==> src/rtl/pw_pkg.sv <==
// Package for the power-waster enable controller.
// Holds the controller state encoding and the default counter width.
package pw_pkg;

  localparam int unsigned CntWDefault = 16;

  typedef enum logic [1:0] {
    StIdle,
    StOn,
    StOff
  } pw_state_e;

endpackage

==> src/rtl/pw_enable_ctrl.sv <==
// Burst enable generator for a ring-oscillator power-waster array.
// Runs a configurable number of bursts, each burst being on_cycles of enable high followed by
// off_cycles of enable low. A single phase counter times both the ON and OFF phases.
//
// Ports:
//   clk, rst                 clock and synchronous active-high reset
//   cfg_valid / cfg_ready    config handshake, accepted only while idle
//   cfg_on_cycles            enable-high cycles per burst (0 makes start a no-op)
//   cfg_off_cycles           enable-low cycles per burst (0 = no low phase)
//   cfg_bursts               bursts per run (0 = run until stop)
//   start, stop              single-cycle run / abort requests (stop wins)
//   pw_enable                registered enable, high exactly while in ON
//   busy                     high whenever not idle
//   done                     one-cycle pulse on the cycle the run returns to idle normally
//   burst_cnt                bursts completed in the current or last run
module pw_enable_ctrl
  import pw_pkg::*;
#(
  parameter int unsigned CNT_W = CntWDefault
) (
  input  logic             clk,
  input  logic             rst,
  input  logic             cfg_valid,
  output logic             cfg_ready,
  input  logic [CNT_W-1:0] cfg_on_cycles,
  input  logic [CNT_W-1:0] cfg_off_cycles,
  input  logic [CNT_W-1:0] cfg_bursts,
  input  logic             start,
  input  logic             stop,
  output logic             pw_enable,
  output logic             busy,
  output logic             done,
  output logic [CNT_W-1:0] burst_cnt
);

  localparam logic [CNT_W-1:0] One = CNT_W'(1);

  pw_state_e        state_q, state_d;
  logic [CNT_W-1:0] phase_q, phase_d;
  logic [CNT_W-1:0] burst_cnt_q, burst_cnt_d;
  logic [CNT_W-1:0] on_q, on_d;
  logic [CNT_W-1:0] off_q, off_d;
  logic [CNT_W-1:0] bursts_q, bursts_d;
  logic             done_d;
  logic             burst_end;
  logic             pw_enable_q, busy_q, done_q, cfg_ready_q;

  always_comb begin
    state_d     = state_q;
    phase_d     = phase_q;
    burst_cnt_d = burst_cnt_q;
    on_d        = on_q;
    off_d       = off_q;
    bursts_d    = bursts_q;
    done_d      = 1'b0;
    burst_end   = 1'b0;

    unique case (state_q)
      StIdle: begin
        // Start looks at the shadow values held before any same-cycle cfg write.
        if (start && !stop && (on_q != '0)) begin
          state_d     = StOn;
          phase_d     = on_q - One;
          burst_cnt_d = '0;
        end
        if (cfg_valid && cfg_ready_q) begin
          on_d     = cfg_on_cycles;
          off_d    = cfg_off_cycles;
          bursts_d = cfg_bursts;
        end
      end
      StOn: begin
        if (phase_q == '0) begin
          if (off_q != '0) begin
            state_d = StOff;
            phase_d = off_q - One;
          end else begin
            burst_end = 1'b1;
          end
        end else begin
          phase_d = phase_q - One;
        end
      end
      StOff: begin
        if (phase_q == '0) begin
          burst_end = 1'b1;
        end else begin
          phase_d = phase_q - One;
        end
      end
      default: state_d = StIdle;
    endcase

    if (burst_end) begin
      burst_cnt_d = burst_cnt_q + One;
      if ((bursts_q != '0) && (burst_cnt_d == bursts_q)) begin
        state_d = StIdle;
        done_d  = 1'b1;
      end else begin
        // Going straight back to ON keeps enable gap-free when there is no OFF phase.
        state_d = StOn;
        phase_d = on_q - One;
      end
    end

    // Abort: drop to idle, keep the completed-burst count, no done.
    if (stop && (state_q != StIdle)) begin
      state_d     = StIdle;
      phase_d     = phase_q;
      burst_cnt_d = burst_cnt_q;
      done_d      = 1'b0;
    end
  end

  always_ff @(posedge clk) begin
    if (rst) begin
      state_q     <= StIdle;
      phase_q     <= '0;
      burst_cnt_q <= '0;
      on_q        <= '0;
      off_q       <= '0;
      bursts_q    <= '0;
      pw_enable_q <= 1'b0;
      busy_q      <= 1'b0;
      done_q      <= 1'b0;
      cfg_ready_q <= 1'b1;
    end else begin
      state_q     <= state_d;
      phase_q     <= phase_d;
      burst_cnt_q <= burst_cnt_d;
      on_q        <= on_d;
      off_q       <= off_d;
      bursts_q    <= bursts_d;
      pw_enable_q <= (state_d == StOn);
      busy_q      <= (state_d != StIdle);
      done_q      <= done_d;
      cfg_ready_q <= (state_d == StIdle);
    end
  end

  assign pw_enable = pw_enable_q;
  assign busy      = busy_q;
  assign done      = done_q;
  assign cfg_ready = cfg_ready_q;
  assign burst_cnt = burst_cnt_q;

endmodule

==> config.mk <==
export PLATFORM = sky130hd
export DESIGN_NAME = pw_enable_ctrl
export DESIGN_NICKNAME = d
export VERILOG_FILES = /design/src/rtl/pw_pkg.sv /design/src/rtl/pw_enable_ctrl.sv
export SDC_FILE = /design/constraint.sdc
export NUM_CORES = 1
export LEC_CHECK = 0
export BUFFER_PORTS_ARGS = -buffer_cell sky130_fd_sc_hd__buf_2
export CORE_MARGIN = 2
export CORE_UTILIZATION = 63
export DETAILED_ROUTE_END_ITERATION = 16
export GPL_TIMING_DRIVEN = 0
export PLACE_DENSITY = 0.86
export SYNTH_ARGS = -nofsm -noshare
export SYNTH_HDL_FRONTEND = slang
export SYNTH_SLANG_ARGS = --single-unit
==> constraint.sdc <==
create_clock -name clk -period 6.05 [get_ports clk]
set_input_delay 0.9075 -clock clk [delete_from_list [all_inputs] [get_ports clk]]
set_output_delay 0.9075 -clock clk [all_outputs]
set_load 0.02 [all_outputs]
==> results of run 1 <==
-- cell families after synthesis --
logic type / count (synthesis)
simple gates: 303
compound gates: 185
flops: 86
buf+inv: 58
xor+xnor: 56
fa+ha+maj: 12
mux: 2
-- layout make-up --
type | count | area, sq um
fillers | 643 | 2180
clock buffers | 10 | 138
clock inverters | 6 | 75.1
well taps | 105 | 131
inverters | 18 | 67.6
repair buffers | 71 | 355
plain buffers | 40 | 165
flip-flops and latches | 86 | 1720
multi-input cells | 558 | 3340
-- through the flow --
| step | cell area [sq um] | setup slack (ps) | hold slack (ps) | instances | total power [W] |
|---|---|---|---|---|---|
| floorplan | 5300 | 3190 | 449 | 702 | 0.00192 |
| global placement | 5790 | 2620 | 465 | 878 | 0.00229 |
| detailed placement | 5790 | 2620 | 473 | 878 | 0.00233 |
| CTS | 6000 | 2590 | 486 | 894 | 0.00277 |
| global route | 6000 | 2290 | 503 | 894 | 0.00300 |
| finish | 6000 | 2490 | 493 | 894 | 0.00282 |
-- where the power goes --
group | internal, W | total (W) | switching (W) | leakage (nW)
registers | 0.000684 | 0.000831 | 0.000147 | 0.703
clock network | 0.000209 | 0.000445 | 0.000236 | 0.105
logic | 0.000582 | 0.00155 | 0.000966 | 1.51
-- cells in the mapped netlist (3+ instances only) --
cell type / instances / share of area
a211oi_1: 4 / 0.0057
a21oi_1: 87 / 0.082
a221oi_1: 5 / 0.0083
a31oi_1: 4 / 0.0047
a32o_1: 3 / 0.0057
and2_1: 3 / 0.0035
and3_1: 7 / 0.0083
and4_1: 3 / 0.0050
buf_1: 3 / 0.0021
buf_2: 6 / 0.0057
clkbuf_1: 30 / 0.021
dfxtp_1: 86 / 0.32
ha_1: 12 / 0.028
inv_1: 16 / 0.011
nand2_1: 121 / 0.086
nand3_1: 20 / 0.019
nand3b_1: 5 / 0.0071
nand4_1: 7 / 0.0083
nor2_1: 44 / 0.031
nor2b_1: 4 / 0.0047
nor3_1: 27 / 0.026
nor4_1: 13 / 0.015
nor4b_1: 3 / 0.0050
o211ai_1: 8 / 0.011
o21ai_0: 32 / 0.030
o21ai_1: 4 / 0.0038
o22ai_1: 8 / 0.0094
o311ai_0: 3 / 0.0050
o31ai_1: 3 / 0.0042
or2_2: 3 / 0.0035
or3_1: 14 / 0.017
or4_1: 11 / 0.016
xnor2_1: 36 / 0.060
xor2_1: 20 / 0.033
-- worst max-delay path: stages (launching register included) --
cell and delay [ps]:
dfxtp_1 350, inv_1 110, ha_1 390, or4b_2 620
o41a_1 450, nor4_4 420, nand2_4 150, nor2_4 240
nor2_1 170, buf_2 250, o21ai_0 220, a21oi_1 80
-- routing by layer --
metal  up-vias  share of wire
li1       2685              -
met1      2679           0.42
met2       380           0.45
met3        52           0.12
met4         0          0.022
met5         -              0
-- flip-flops by register name, indices dropped and copies added, names as in the netlist --
register   flops
burst_cnt     16
bursts_q      16
off_q         16
on_q          16
phase_q       16
state_q        2
busy           1
cfg_ready      1
done           1
pw_enable      1
-- how the worst max path moves through the flow --
| stage | endpoint | slack, ps | cells past startpoint |
|---|---|---|---|
| 2_1_floorplan | phase_q[7]$_SDFFE_PP0N_ | 3190 | 10 |
| 3_3_place_gp | burst_cnt[11]$_SDFFE_PP0P_ | 2620 | 11 |
| 3_5_place_dp | burst_cnt[12]$_SDFFE_PP0P_ | 2620 | 11 |
| 6_report | burst_cnt[12]$_SDFFE_PP0P_ | 2490 | 11 |
| 5_1_grt | burst_cnt[11]$_SDFFE_PP0P_ | 2290 | 11 |
| 4_1_cts | burst_cnt[12]$_SDFFE_PP0P_ | 2590 | 11 |
==> run summary, run 1 <==
outcome = completed
flops & latches, synth = 86
R2R setup slack = 2490 ps
Hold Crit Depth = 2
CTS buffer count = 9
gr ovfl total = 0
vias post-DR = 5796
max_slew headroom = 0.406
nets = 849
Startpoint Class = flop
Tmin final = 3560 ps
Synth Warn # = 0
CTS tree = done
commonest non-fill, non-tap cell in the layout = nand2_1
Placement Rows = 33
postcts setup bufs = 0
reg2reg path depth = 11
GR Layer Usage met2 = 0.578
drt wl/cell = 19.1 um
Final Core Density = 0.734
TritonCTS Sinks = 86
Clock Path Buffers = 2
Final Hold Vio Count = 0
Pwr Density = 471 mW/mm^2
Port Buffers = 71
Syn Inst Count = 702
Worst Hold Endpoint = on_q[11]$_SDFFE_PP0P_
Min-Delay Path Class = reg -> reg
cells resized by post-CTS repair = 0
Worst Clk Skew = 14.8 ps
gr usage total = 0.385
Critical R2R Capture = burst_cnt[12]$_SDFFE_PP0P_
Vias per Instance = 6.48
Routed Antenna Nets = 0
largest family of logic cells by synthesized area = simple AND/OR/NAND/NOR gates
Max Freq = 281 MHz
GRT busiest layer = met2
CP Data Arrival Time = 3800 ps
Yosys cell types = 68
post-synthesis mux area share = 0.00378
Synth Flop Type = dfxtp_1
CP endpoint kind = flop
Clock Latency Late Sink = 360 ps
max-cap violations = 0
Syn Area/Cell = 7.55 sq um
Die Wd = 95.7 um
vias in the first global route = 5292
P&R area growth vs syn = 13.2%
Lkg Pwr = 2.32 nW
GR Util met1 = 0.546
most frequent cells in the layout = nand2_1, a21oi_1, dfxtp_1
synthesized cell area = 0.00530 sq mm
Routed WL = 17100 um
die extent in y = 95.7 um
Worst-path clk slew = 100 ps
drt pass-1 iters = 5
htree depth = 3
hold_buf cts = 0
Post-Synth XOR/XNOR Area = 0.0926
Post-synth ARST share = 0
max-slew violations = 0
root buf cell = clkbuf_8
Initial Utilization = 0.648
ant diodes = 0
sequential share of the synthesized area = 0.325
hpwl dp = 13000 um
Worst Path Required = 6290 ps
EDFF count, synth = 0
Crit Path Max Fanout = 10
largest net degree at the start of global routing = 17
RSZ-0062 raised after global routing = false
worst-margin pin slew = 885 ps
Top-Level Pins = 73
DR iter-0 viols = 602
residual DRC count = 0
hold path start = on_q[11]$_SDFFE_PP0P_
initial antenna violation count = 1
WS Path Type = reg -> reg
core area = 0.00818 sq mm
r2r startpoint = state_q[1]$_SDFF_PP0_
simple-gate share of the synthesized area = 0.289
# setup viols final = 0
worst setup path start = state_q[1]$_SDFF_PP0_
Compound-Gate Fraction of Synth Area = 0.218
Syn Nets = 767
Post-Synth Adder-Cell Area = 0.0283
first-pass GRT wire length = 27100 um
met3 GRT Util = 0.103
setup_tns = 0 ps
worst vdd ir = 0.257 mV
final worst path period share = 0.589
share of cells above drive strength 1 = 0.143
die area = 0.00916 sq mm
Final Wtd Congestion = 0.989
No activity file was read; power rests on OpenSTA's default activity.
==> run 2, diff against run 1 <==
ABC_AREA = 1   (was default)
CORE_UTILIZATION = 60   (was 63)
PLACE_DENSITY = 0.82   (was 0.86)
clock period = 3.5 ns   (was 6.05 ns; I/O delays follow)
==> run summary, run 2 <==
WS Path Type = reg -> reg (unchanged)
drt wl/cell = 15.4 um (was 19.1 um)
Vias per Instance = 5.62 (was 6.48)
Syn Area/Cell = 6.28 sq um (was 7.55 sq um)
Yosys top cell area share = 0.280 (was 0.325)
Lkg Pwr = 3.28 nW (was 2.32 nW)
P&R area growth vs syn = 11.4% (was 13.2%)
# setup viols final = 0 (unchanged)
Initial Utilization = 0.624 (was 0.648)
initial antenna violation count = 0 (was 1)
hpwl dp = 14400 um (was 13000 um)
most frequent cells in the layout = nand2_1, inv_1, nand3_1 (was nand2_1, a21oi_1, dfxtp_1)
root buf cell = clkbuf_8 (unchanged)
Syn Nets = 1045 (was 767)
Routed Antenna Nets = 0 (unchanged)
worst-margin pin slew = 958 ps (was 885 ps)
core area = 0.00986 sq mm (was 0.00818 sq mm)
Routed WL = 18500 um (was 17100 um)
Final Wtd Congestion = 0.961 (was 0.989)
Post-synth ARST share = 0 (unchanged)
Max Freq = 371 MHz (was 281 MHz)
RSZ-0062 raised after global routing = false (unchanged)
max-slew violations = 0 (unchanged)
htree depth = 3 (unchanged)
cells resized by post-CTS repair = 0 (unchanged)
Final Core Density = 0.695 (was 0.734)
die extent in y = 105 um (was 95.7 um)
DR iter-0 viols = 762 (was 602)
Port Buffers = 71 (unchanged)
CP endpoint kind = flop (unchanged)
first-pass GRT wire length = 29500 um (was 27100 um)
Syn Inst Count = 980 (was 702)
Clock Latency Late Sink = 370 ps (was 360 ps)
Yosys cell types = 42 (was 68)
Synth top cells by count = nand2_1, inv_1, nand3_1, nor2_1, dfxtp_1 (was nand2_1, a21oi_1, dfxtp_1, nor2_1, xnor2_1)
flops & latches, synth = 86 (unchanged)
setup_tns = 0 ps (unchanged)
Final Hold Vio Count = 0 (unchanged)
nets = 1127 (was 849)
hold_buf cts = 0 (unchanged)
residual DRC count = 0 (unchanged)
drt pass-1 iters = 5 (unchanged)
CTS tree = done (unchanged)
gr ovfl total = 0 (unchanged)
largest net degree at the start of global routing = 17 (unchanged)
Crit Path Max Fanout = 10 (unchanged)
cell accounting for the most synthesized area = dfxtp_1 (unchanged)
Clock Path Buffers = 2 (unchanged)
gr usage total = 0.335 (was 0.385)
Startpoint Class = flop (unchanged)
top post-synthesis cells by area = dfxtp_1, nand2_1, nand3_1 (was dfxtp_1, nand2_1, a21oi_1)
most common cell in the netlist = nand2_1 (unchanged)
Worst-path clk slew = 100 ps (about the same)
TritonCTS Sinks = 86 (unchanged)
Synth Warn # = 0 (unchanged)
postcts setup bufs = 0 (unchanged)
commonest non-fill, non-tap cell in the layout = nand2_1 (unchanged)
Placement Rows = 36 (was 33)
Top-Level Pins = 73 (unchanged)
CP Data Arrival Time = 2990 ps (was 3800 ps)
ant diodes = 0 (unchanged)
Tmin final = 2690 ps (was 3560 ps)
max_slew headroom = 0.359 (was 0.406)
worst vdd ir = 0.419 mV (was 0.257 mV)
Pwr Density = 841 mW/mm^2 (was 471 mW/mm^2)
synthesized cell area = 0.00615 sq mm (was 0.00530 sq mm)
outcome = completed (unchanged)
sequential share of the synthesized area = 0.280 (was 0.325)
EDFF count, synth = 0 (unchanged)
final worst path period share = 0.770 (was 0.589)
CTS buffer count = 9 (unchanged)
Worst Clk Skew = 12.6 ps (was 14.8 ps)
Min-Delay Path Class = in -> reg (was reg -> reg)
max-cap violations = 0 (unchanged)
Synth Flop Type = dfxtp_1 (unchanged)
die area = 0.0111 sq mm (was 0.00916 sq mm)
Worst Path Required = 3800 ps (was 6290 ps)
Die Wd = 105 um (was 95.7 um)
vias in the first global route = 5996 (was 5292)
vias post-DR = 6746 (was 5796)
share of cells above drive strength 1 = 0.142 (was 0.143)
run 2: worst max-delay path: stages (launching register included):
cell and delay [ps]:
dfxtp_1 330, inv_1 200, ha_1 260, inv_1 50, nor2_1 80, nand4_1 90, nor2_2 380, nand3_1 130
nor2_1 740, nand2_1 110, nand2_1 90, nand2_1 50, a21oi_1 110
run 2: power by group:
| part | internal, W | switching (W) | total [W] | leakage (nW) |
|---|---|---|---|---|
| clock network | 0.000266 | 0.000411 | 0.000677 | 0.0866 |
| registers | 0.00127 | 0.000298 | 0.00157 | 0.709 |
| logic | 0.00114 | 0.00238 | 0.00352 | 2.48 |
| total | 0.00267 | 0.00309 | 0.00576 | 3.28 |
run 2: kinds of logic (layout without fill, tap and decap cells):
group | Yosys count | after routing | share of synthesized area
adders and majority gates | 12 | 12 | 0.0244
xor gates and xnor gates | 31 | 31 | 0.0441
buffers and inverters | 158 | 245 | 0.103
and+or+nand+nor | 515 | 515 | 0.392
DFF | 86 | 86 | 0.280
AOI/OAI and AO/OA | 178 | 178 | 0.156
run 2: through the flow:
step	total power [W]	setup WS [ps]	hold WS [ps]	cell area [sq um]	std cells
floorplan	0.00411	1280	444	6150	980
global placement	0.00494	859	463	6680	1184
detailed placement	0.00497	827	479	6680	1184
CTS	0.00567	832	425	6850	1200
finish	0.00576	805	425	6850	1200
global route	0.00624	605	441	6850	1200
run 2: final timing paths:
| kind | start | endpoint | slack, ps | depth (start not counted) |
|---|---|---|---|---|
| setup reg to reg | phase_q[0]$_SDFFE_PP0N_ | phase_q[0]$_SDFFE_PP0N_ | 810 | 12 |
| hold reg to reg | bursts_q[2]$_SDFFE_PP0P_ | bursts_q[2]$_SDFFE_PP0P_ | 490 | 2 |
| hold / removal | cfg_bursts[14] | bursts_q[14]$_SDFFE_PP0P_ | 430 | 3 |
| setup / recovery | phase_q[0]$_SDFFE_PP0N_ | phase_q[0]$_SDFFE_PP0N_ | 810 | 12 |
run 2: cell type report:
cell class	count	area, sq um
Clock inverter	7	55.1
Timing Repair Buffer	71	355
Inverter	128	480
Clock buffer	9	124
Sequential cell	86	1720
Fill cell	953	3010
Multi-Input combinational cell	736	3800
Tap cell	133	166
Buffer	30	155
run 2: layer usage:
| metal | global-route usage | wire length [um] | up-vias |
|---|---|---|---|
| met5 | 0 | 0 | - |
| met1 | 0.500 | 8530 | 2988 |
| met2 | 0.495 | 7680 | 350 |
| met3 | 0.0513 | 1820 | 50 |
| li1 | - | - | 3358 |
| met4 | 0.0981 | 482 | 0 |
==> run 3, diff against run 2 <==
clock period = 2.7 ns   (was 3.5 ns; I/O delays follow)
==> run summary, run 3 (synthesis gave the netlist of run 2 again) <==
outcome = completed (unchanged)
Worst Path Required = 2930 ps (was 3800 ps)
nets = 1130 (was 1127)
gr usage total = 0.335 (unchanged)
Min-Delay Path Class = in -> reg (unchanged)
Placement Rows = 36 (unchanged)
ant diodes = 0 (unchanged)
CP cell instances = inv_2 > ha_1 > nand4_1 > nor3_4 > nand3_4 > nor2_8 > nand2_1 > nand2_2 > inv_2 > buf_6 > a21oi_1 > a211oi_2 (was inv_1 > ha_1 > inv_1 > nor2_1 > nand4_1 > nor2_2 > nand3_1 > nor2_1 > nand2_1 > nand2_1 > nand2_1 > a21oi_1)
commonest non-fill, non-tap cell in the layout = nand2_1 (unchanged)
drt wl/cell = 15.4 um (about the same)
root buf cell = clkbuf_8 (unchanged)
RSZ-0062 raised after global routing = false (unchanged)
largest net degree at the start of global routing = 17 (unchanged)
vias in the first global route = 5996 (unchanged)
Routed Antenna Nets = 0 (unchanged)
vias post-DR = 6817 (was 6746)
gr ovfl total = 0 (unchanged)
DR iter-0 viols = 669 (was 762)
Crit Path Max Fanout = 10 (unchanged)
worst vdd ir = 0.577 mV (was 0.419 mV)
max-slew violations = 0 (unchanged)
max_slew headroom = 0.514 (was 0.359)
CTS tree = done (unchanged)
CP Data Arrival Time = 2730 ps (was 2990 ps)
core area = 0.00986 sq mm (unchanged)
CP max stage cell = dfxtp_1 (was nor2_1)
CP endpoint kind = flop (unchanged)
Routed WL = 18500 um (about the same)
Final Wtd Congestion = 0.961 (unchanged)
setup ws final = 200 ps (was 805 ps)
Pwr Density = 1100 mW/mm^2 (was 841 mW/mm^2)
WS Path Type = reg -> reg (unchanged)
share of cells above drive strength 1 = 0.151 (was 0.142)
Crit path largest cell delay = 340 ps (was 740 ps)
residual DRC count = 0 (unchanged)
TritonCTS Sinks = 86 (unchanged)
htree depth = 3 (unchanged)
Die Wd = 105 um (unchanged)
Final Hold Vio Count = 0 (unchanged)
Clock Latency Late Sink = 370 ps (about the same)
CP bufs+invs = 3 (was 2)
Initial Utilization = 0.624 (unchanged)
Tmin final = 2500 ps (was 2690 ps)
Port Buffers = 71 (unchanged)
drt pass-1 iters = 5 (unchanged)
Place WS = 26.5 ps (was 827 ps)
Worst Clk Skew = 11.9 ps (was 12.6 ps)
first-pass GRT wire length = 29500 um (unchanged)
setup_tns = 0 ps (unchanged)
P&R area growth vs syn = 12.1% (was 11.4%)
initial antenna violation count = 0 (unchanged)
Vias per Instance = 5.67 (was 5.62)
max-cap violations = 0 (unchanged)
# setup viols final = 0 (unchanged)
final worst path period share = 0.926 (was 0.770)
hpwl dp = 14400 um (unchanged)
Lkg Pwr = 3.30 nW (was 3.28 nW)
Top-Level Pins = 73 (unchanged)
R2R setup slack = 200 ps (was 810 ps)
most used cell, CP = inv_2 (was nand2_1)
hold_buf cts = 0 (unchanged)
Worst-path clk slew = 100 ps (about the same)
Crit path max-delay family = simple AND/OR/NAND/NOR gates (unchanged)
die area = 0.0111 sq mm (unchanged)
Max Freq = 400 MHz (was 371 MHz)
most frequent cells in the layout = nand2_1, inv_1, nand3_1 (unchanged)
worst-margin pin slew = 729 ps (was 958 ps)
Startpoint Class = flop (unchanged)
CTS buffer count = 9 (unchanged)
Clock Path Buffers = 2 (unchanged)
die extent in y = 105 um (unchanged)
==> run 3: changes by cell type in the layout (fill, tap and decap cells not counted), sizes merged <==
cell | previous run | this run
buf | 78 | 81
==> run 3: layout make-up <==
class,instances,area (sq um)
buffer,30,158
clock buffer,9,124
clock inverter,7,55.1
fill,952,2970
inverter,128,480
multi-input combinational,736,3810
sequential,86,1720
tap,133,166
timing repair buffer,74,378
==> run 3: final timing paths <==
path	from	endpoint	cells past startpoint
worst min register to register	bursts_q[2]$_SDFFE_PP0P_	bursts_q[2]$_SDFFE_PP0P_	2
worst max-delay path	phase_q[0]$_SDFFE_PP0N_	burst_cnt[8]$_SDFFE_PP0P_	12
worst min-delay path	cfg_bursts[14]	bursts_q[14]$_SDFFE_PP0P_	3
worst max register to register	phase_q[0]$_SDFFE_PP0N_	burst_cnt[8]$_SDFFE_PP0P_	12
==> run 3: timing repair <==
| action | in CTS | in global routing |
|---|---|---|
| setup buffers | 0 | 3 |
| resized for setup | 0 | 11 |
| setup endpoints to repair | 0 | 34 |
==> run 3: stage by stage <==
| stage | util | power (W) | cell area, sq um | hold slack [ps] | cells |
|---|---|---|---|---|---|
| after CTS | 0.695 | 0.00735 | 6850 | 305 | 1200 |
| after global routing | 0.699 | 0.00823 | 6900 | 321 | 1203 |
| final | 0.699 | 0.00761 | 6900 | 304 | 1203 |
| after global placement | 0.677 | 0.00640 | 6680 | 463 | 1184 |
| after floorplan | - | 0.00533 | 6150 | 444 | 980 |
| after detailed placement | 0.677 | 0.00644 | 6680 | 479 | 1184 |
==> run 3: tightest hold or removal path: stages <==
cell and delay [ps]:
buf_2 70, o21ai_0 70, a21oi_1 100
==> run 3: where the power goes <==
group / leakage [nW] / switching [W] / internal, W / total (W)
Sequential: 0.709 / 0.000392 / 0.00164 / 0.00203
Combinational: 2.50 / 0.00313 / 0.00156 / 0.00470
Clock: 0.0866 / 0.000531 / 0.000344 / 0.000875
Total: 3.30 / 0.00406 / 0.00355 / 0.00761
==> run 3: metal layers <==
layer | wire length [um] | part of all wire | track usage | up-vias
met4 | 516 | 0.028 | 0.0981 | 0
li1 | - | - | - | 3369
met3 | 1810 | 0.098 | 0.0513 | 53
met1 | 8510 | 0.46 | 0.500 | 3042
met5 | 0 | 0 | 0 | -
met2 | 7690 | 0.42 | 0.495 | 353
